[src/rtl/seq_multiplier_if.sv]
// seq_multiplier_if
//   Handshake and operand bundle for seq_multiplier.
//   start  : launch request (master -> slave)
//   a, b   : multiplicand / multiplier, WIDTH bits (master -> slave)
//   sgn    : two's-complement mode select, present only when
//            SEQ_MULT_SIGNED_EN is defined (master -> slave)
//   busy   : high while the multiplier is iterating (slave -> master)
//   done   : one-cycle completion pulse (slave -> master)
//   p      : registered 2*WIDTH-bit product (slave -> master)
interface seq_multiplier_if #(
  parameter int WIDTH = 4
);
  logic                   start;
  logic [WIDTH-1:0]       a;
  logic [WIDTH-1:0]       b;
  logic                   busy;
  logic                   done;
  logic [2*WIDTH-1:0]     p;
`ifdef SEQ_MULT_SIGNED_EN
  logic                   sgn;

  modport master (output start, a, b, sgn, input busy, done, p);
  modport slave  (input start, a, b, sgn, output busy, done, p);
`else
  modport master (output start, a, b, input busy, done, p);
  modport slave  (input start, a, b, output busy, done, p);
`endif
endinterface

[src/rtl/seq_multiplier.sv]
// seq_multiplier
//   Sequential shift-and-add multiplier: one WIDTH+1-bit adder iterated over
//   WIDTH cycles, with a start/busy/done handshake and a registered product.
//   Optional macro SEQ_MULT_SIGNED_EN adds a sgn input selecting
//   two's-complement operands (sign-extended partial sums, final iteration
//   subtracts the multiplicand).
// Ports
//   clk    : rising-edge clock
//   rst_n  : asynchronous active-low reset
//   bus    : seq_multiplier_if.slave (start, a, b, [sgn], busy, done, p)
module seq_multiplier #(
  parameter int WIDTH = 4
) (
  input  logic            clk,
  input  logic            rst_n,
  seq_multiplier_if.slave bus
);

  localparam int CW = $clog2(WIDTH);

  typedef enum logic [1:0] {IDLE, RUN, DONE} state_t;

  state_t               state_reg;
  logic [WIDTH-1:0]     mcand_reg;
  logic [WIDTH-1:0]     mult_reg;
  logic [WIDTH-1:0]     acc_hi_reg;
  logic [WIDTH-1:0]     acc_lo_reg;
  logic [CW-1:0]        cnt_reg;
  logic                 sgn_reg;
  logic                 busy_reg;
  logic                 done_reg;
  logic [2*WIDTH-1:0]   p_reg;

  logic                 sgn_in;
  logic                 last;
  logic [WIDTH:0]       acc_ext;
  logic [WIDTH:0]       addend;
  logic [WIDTH:0]       sum_next;

`ifdef SEQ_MULT_SIGNED_EN
  assign sgn_in = bus.sgn;
`else
  assign sgn_in = 1'b0;
`endif

  assign last = (cnt_reg == CW'(WIDTH - 1));

  // The extra top bit holds the carry in unsigned mode and the sign copy in
  // signed mode; in both cases it becomes the new accumulator MSB after the
  // right shift, so one datapath serves both.
  always_comb begin
    acc_ext  = {sgn_reg & acc_hi_reg[WIDTH-1], acc_hi_reg};
    addend   = mult_reg[0] ? {sgn_reg & mcand_reg[WIDTH-1], mcand_reg}
                           : '0;
    // Multiplier MSB carries negative weight in two's complement.
    sum_next = (sgn_reg && last) ? (acc_ext - addend) : (acc_ext + addend);
  end

  always_ff @(posedge clk or negedge rst_n) begin
    if (!rst_n) begin
      state_reg  <= IDLE;
      mcand_reg  <= '0;
      mult_reg   <= '0;
      acc_hi_reg <= '0;
      acc_lo_reg <= '0;
      cnt_reg    <= '0;
      sgn_reg    <= 1'b0;
      busy_reg   <= 1'b0;
      done_reg   <= 1'b0;
      p_reg      <= '0;
    end else begin
      case (state_reg)
        // DONE shares IDLE's accept path so back-to-back starts lose no cycle.
        IDLE, DONE: begin
          done_reg <= 1'b0;
          if (bus.start) begin
            mcand_reg  <= bus.a;
            mult_reg   <= bus.b;
            sgn_reg    <= sgn_in;
            acc_hi_reg <= '0;
            acc_lo_reg <= '0;
            cnt_reg    <= '0;
            busy_reg   <= 1'b1;
            state_reg  <= RUN;
          end else begin
            state_reg  <= IDLE;
          end
        end
        RUN: begin
          acc_hi_reg <= sum_next[WIDTH:1];
          acc_lo_reg <= {sum_next[0], acc_lo_reg[WIDTH-1:1]};
          mult_reg   <= mult_reg >> 1;
          cnt_reg    <= cnt_reg + 1'b1;
          if (last) begin
            // Product taken straight from this cycle's shifted sum so p is
            // written exactly once per operation.
            p_reg     <= {sum_next, acc_lo_reg[WIDTH-1:1]};
            busy_reg  <= 1'b0;
            done_reg  <= 1'b1;
            state_reg <= DONE;
          end
        end
        default: begin
          busy_reg  <= 1'b0;
          done_reg  <= 1'b0;
          state_reg <= IDLE;
        end
      endcase
    end
  end

  assign bus.busy = busy_reg;
  assign bus.done = done_reg;
  assign bus.p    = p_reg;

endmodule

[src/flat_wrapper.sv]
// flat-port wrapper written by rule: the top's interface ports become plain ports
module seq_multiplier_flat 
#(
  parameter int WIDTH = 4
)
  (clk, rst_n, bus_start, bus_a, bus_b, bus_busy, bus_done, bus_p);
  seq_multiplier_if #(.WIDTH(WIDTH)) bus_i ();
  input  logic clk;
  input  logic rst_n;
  input wire logic [$bits(bus_i.start)-1:0] bus_start;
  input wire logic [$bits(bus_i.a)-1:0] bus_a;
  input wire logic [$bits(bus_i.b)-1:0] bus_b;
  output wire logic [$bits(bus_i.busy)-1:0] bus_busy;
  output wire logic [$bits(bus_i.done)-1:0] bus_done;
  output wire logic [$bits(bus_i.p)-1:0] bus_p;
  assign bus_i.start = bus_start;
  assign bus_i.a = bus_a;
  assign bus_i.b = bus_b;
  assign bus_busy = bus_i.busy;
  assign bus_done = bus_i.done;
  assign bus_p = bus_i.p;
  seq_multiplier #(.WIDTH(WIDTH)) u_core (.clk(clk), .rst_n(rst_n), .bus(bus_i));
endmodule
[config.mk]
export PLATFORM = sky130hd
export DESIGN_NAME = seq_multiplier_flat
export DESIGN_NICKNAME = d
export VERILOG_FILES = /design/src/rtl/seq_multiplier_if.sv /design/src/rtl/seq_multiplier.sv /design/src/flat_wrapper.sv
export SDC_FILE = /design/constraint.sdc
export NUM_CORES = 1
export LEC_CHECK = 0
export CORE_MARGIN = 2
export CORE_UTILIZATION = 45
export CTS_BUF_LIST = sky130_fd_sc_hd__clkbuf_8
export CTS_CLUSTER_SIZE = 30
export DETAILED_ROUTE_END_ITERATION = 8
export HOLD_SLACK_MARGIN = 0.06
export PLACE_DENSITY = 0.71
export SKIP_CTS_REPAIR_TIMING = 1
export SYNTH_ARGS = -nofsm -noshare
export SYNTH_HDL_FRONTEND = slang
export SYNTH_SLANG_ARGS = --single-unit
[constraint.sdc]
create_clock -name clk -period 1.8 [get_ports clk]
set_input_delay 0.27 -clock clk [delete_from_list [all_inputs] [get_ports clk]]
set_output_delay 0.27 -clock clk [all_outputs]
set_load 0.05 [all_outputs]
==> flow_summary.ini <==
[timing]
grt_setup_unrepaired = false
layout_min_cycle_time_ns = 1.72
timing.final.setup_violations = 0
final.hold.worst_slack_ns = 0.362
max_freq_mhz = 582
ratio_of_final_minimum_period_to_clock_period = 0.955
hold_viol_final = 0
timing.slew.headroom = 0.618
timing.clock.skew_ns = 0.00589
timing_worst_slew_pin_value_ns = 0.572
final_max_slew_viol_count = 0
timing.setup.tns_ns = 0

[synthesis]
post_synth_main_area_contributors = dfrtp_1 51%, nand2_1 6.5%, o21ai_1 4.5%, ha_1 4.4%, mux2_4 4.2%
postSynthNetCount = 150
syn_inst = 133
synth_warn = 0
number_of_synthesized_flops_with_an_enable_pin = 0
ys_async_sr_fraction = 1.00
ys_ff_latch = 29
synth-seq-area-share = 0.506
netlist-cell-type-count = 29
synthesis.area_um2 = 1430
synth.top_cell.area_share = 0.506
synth.avg_cell_area_um2 = 10.8
synth_ff_type = dfrtp_1
synth_top_area_cell = dfrtp_1

[route]
drc_errors = 0
ant_nets = 0
number_of_drc_markers_in_iteration_0 = 48
routed-via-count = 1013
drt-pass1-iter-count = 5
per_cell_routed_wire_length_um = 12.6
detail_route.wirelength_um = 2570
route.detailed.vias_per_inst = 4.97

[worst_setup_path]
cp.depth = 1
rr_startpoint = u_core.mult_reg[0]
critical_path.slowest_cell = clkdlybuf4s50_1
critical_path_buf_inv_count = 1
crit_path_max_fanout = 2
cp_cell_sequence = clkdlybuf4s50_1
r2r_slack_ns = 0.11
timing.critical_path.from = u_core.bus.p[1]
regToRegEndpoint = u_core.acc_hi_reg[0]
timing.reg2reg.worst_path_depth = 6
cp.arrival_ns = 1.45
critical_path_required_ns = 1.53
startpoint_class = register
critical_path.endpoint_type = output port
critical_path_class = reg2out
critical_path.top_delay_family = buffers and inverters
critical-path-max-stage-delay_ns = 0.80

[cts]
clk-insertion-delay-late_ns = 0.28
cts_num_sinks = 29
cts.path.max_buffers = 2
clock_tree.htree_level_count = 2
tritoncts_clock_tree = built
cts_buffers = 5
cts.reportedPaths.clkPinSlew_ns = 0.06
cts-root-buf = clkbuf_8

[die]
ports = 21
floorplan.rows = 20
initial_core_utilization = 0.470
die_y_um = 60.5
area_of_the_die_um2 = 3650
die_w_um = 60.5
area_of_the_core_um2 = 3050

[final_layout]
flow.area_growth_from_synthesis_pct = 23.2
area_used_by_multi_input_combinational_logic_um2 = 646
antenna_cells = 0
post_route_cells_drive_above_1_share = 0.156
fin_nets = 177
fill_cells = 262
ff_latch_area_um2 = 726
largest_register_ffs = 8

[grt]
grt_start_max_net_pins = 30
global_route_wire_length_before_repair_um = 4290
antenna_found_initial = 0
gr-total-overflow = 0
groute.usage.overall = 0.167
grt_pass1_vias = 968

[placement]
hpwlAfterDp_um = 1930
place_congestion = 0.830
port_buffers = 20

[pwr]
pwr_density_cell_nw_per_um2 = 1770
vdd.ir_drop.worst_uv = 697
power_leakage_nw = 0.850

[outcome]
status = finished, final reports clean

[flow_run]
drv.max_cap_violation_count = 0

[hold_path]
type_of_the_most_critical_hold_path = in2async
[where the power goes]
| group | switching, mW | leakage, nW | internal (mW) | total, mW |
|---|---|---|---|---|
| Sequential | 0.223 | 0.369 | 0.921 | 1.14 |
| Clock | 0.231 | 0.0485 | 0.297 | 0.528 |
| Combinational | 0.799 | 0.432 | 0.656 | 1.46 |
| Total | 1.25 | 0.850 | 1.87 | 3.13 |
[layer usage]
metal  GRT usage  wire, um  vias up
li1            -         -      498
met1       0.196      1140      480
met2       0.266      1220       30
met3      0.0832       161        5
met4      0.0652        46        0
met5           0         0        -
[how the worst max path moves through the flow]
stage | slack, ns | to
after CTS | -0.003 | u_core.acc_hi_reg[0]
after global placement | 0.11 | u_core.acc_hi_reg[0]
after floorplan | 0.17 | u_core.acc_hi_reg[0]
final | 0.08 | bus_p[1]
after detailed placement | -0.0005 | u_core.acc_hi_reg[0]
after global routing | 0.01 | u_core.acc_hi_reg[0]
[through the flow]
step	setup slack, ns	utilization	instances	area [um^2]	power, mW
after global routing	0.0127	0.579	204	1770	3.35
final	0.0808	0.579	204	1770	3.13
after global placement	0.109	0.546	196	1670	2.53
after detailed placement	-0.000477	0.546	196	1670	2.60
after CTS	-0.00323	0.575	203	1750	3.13
after floorplan	0.168	-	133	1430	2.23
[layout make-up]
type | instances | share of cell area
inverter | 5 | 0.0106
multi-input combinational | 94 | 0.365
clock buffer | 6 | 0.0467
tap | 44 | 0.0312
clock inverter | 1 | 0.00212
sequential | 29 | 0.411
timing repair buffer | 25 | 0.133
[synth_stat cells (2+ instances only)]
cell / number
a211oi_1: 3
a21o_1: 2
a21oi_1: 5
a22o_1: 3
and2_1: 4
buf_4: 2
buf_6: 3
dfrtp_1: 29
ha_1: 5
inv_1: 4
mux2_2: 3
mux2_4: 4
mux2i_1: 4
nand2_1: 25
nand2b_1: 4
nor2_1: 4
nor2b_1: 3
o21ai_0: 2
o21ai_1: 13
xor2_1: 2
[cells in the final DEF, fill, tap and decap left out, drive strengths merged, types with 4 or more instances in the layout]
| cell type | n |
|---|---|
| a21oi | 5 |
| and2 | 4 |
| buf | 6 |
| clkbuf | 6 |
| clkdlybuf4s50 | 19 |
| dfrtp | 29 |
| ha | 5 |
| inv | 6 |
| mux2 | 7 |
| mux2i | 4 |
| nand2 | 25 |
| nand2b | 5 |
| nor2 | 5 |
| o21ai | 15 |
[worst register-to-register path, delay by kind of cell, from the launching register on]
family,cells,cell delay [ns]
fa+ha+maj,2,0.69
buf+inv,1,0.06
compound gates,2,0.29
simple gates,1,0.15
flops,1,0.39
[logic make-up (layout without fill, tap and decap cells)]
kind of cell,Yosys count,in the layout,share of synthesized area
adders and majority gates,6,6,0.0576
xor gates and xnor gates,3,3,0.0183
DFF,29,29,0.506
and+or+nand+nor,45,45,0.157
AOI/OAI and AO/OA,29,29,0.120
buffers and inverters,10,37,0.0471
muxes,11,11,0.0934
(Power assumes the default switching activity.)
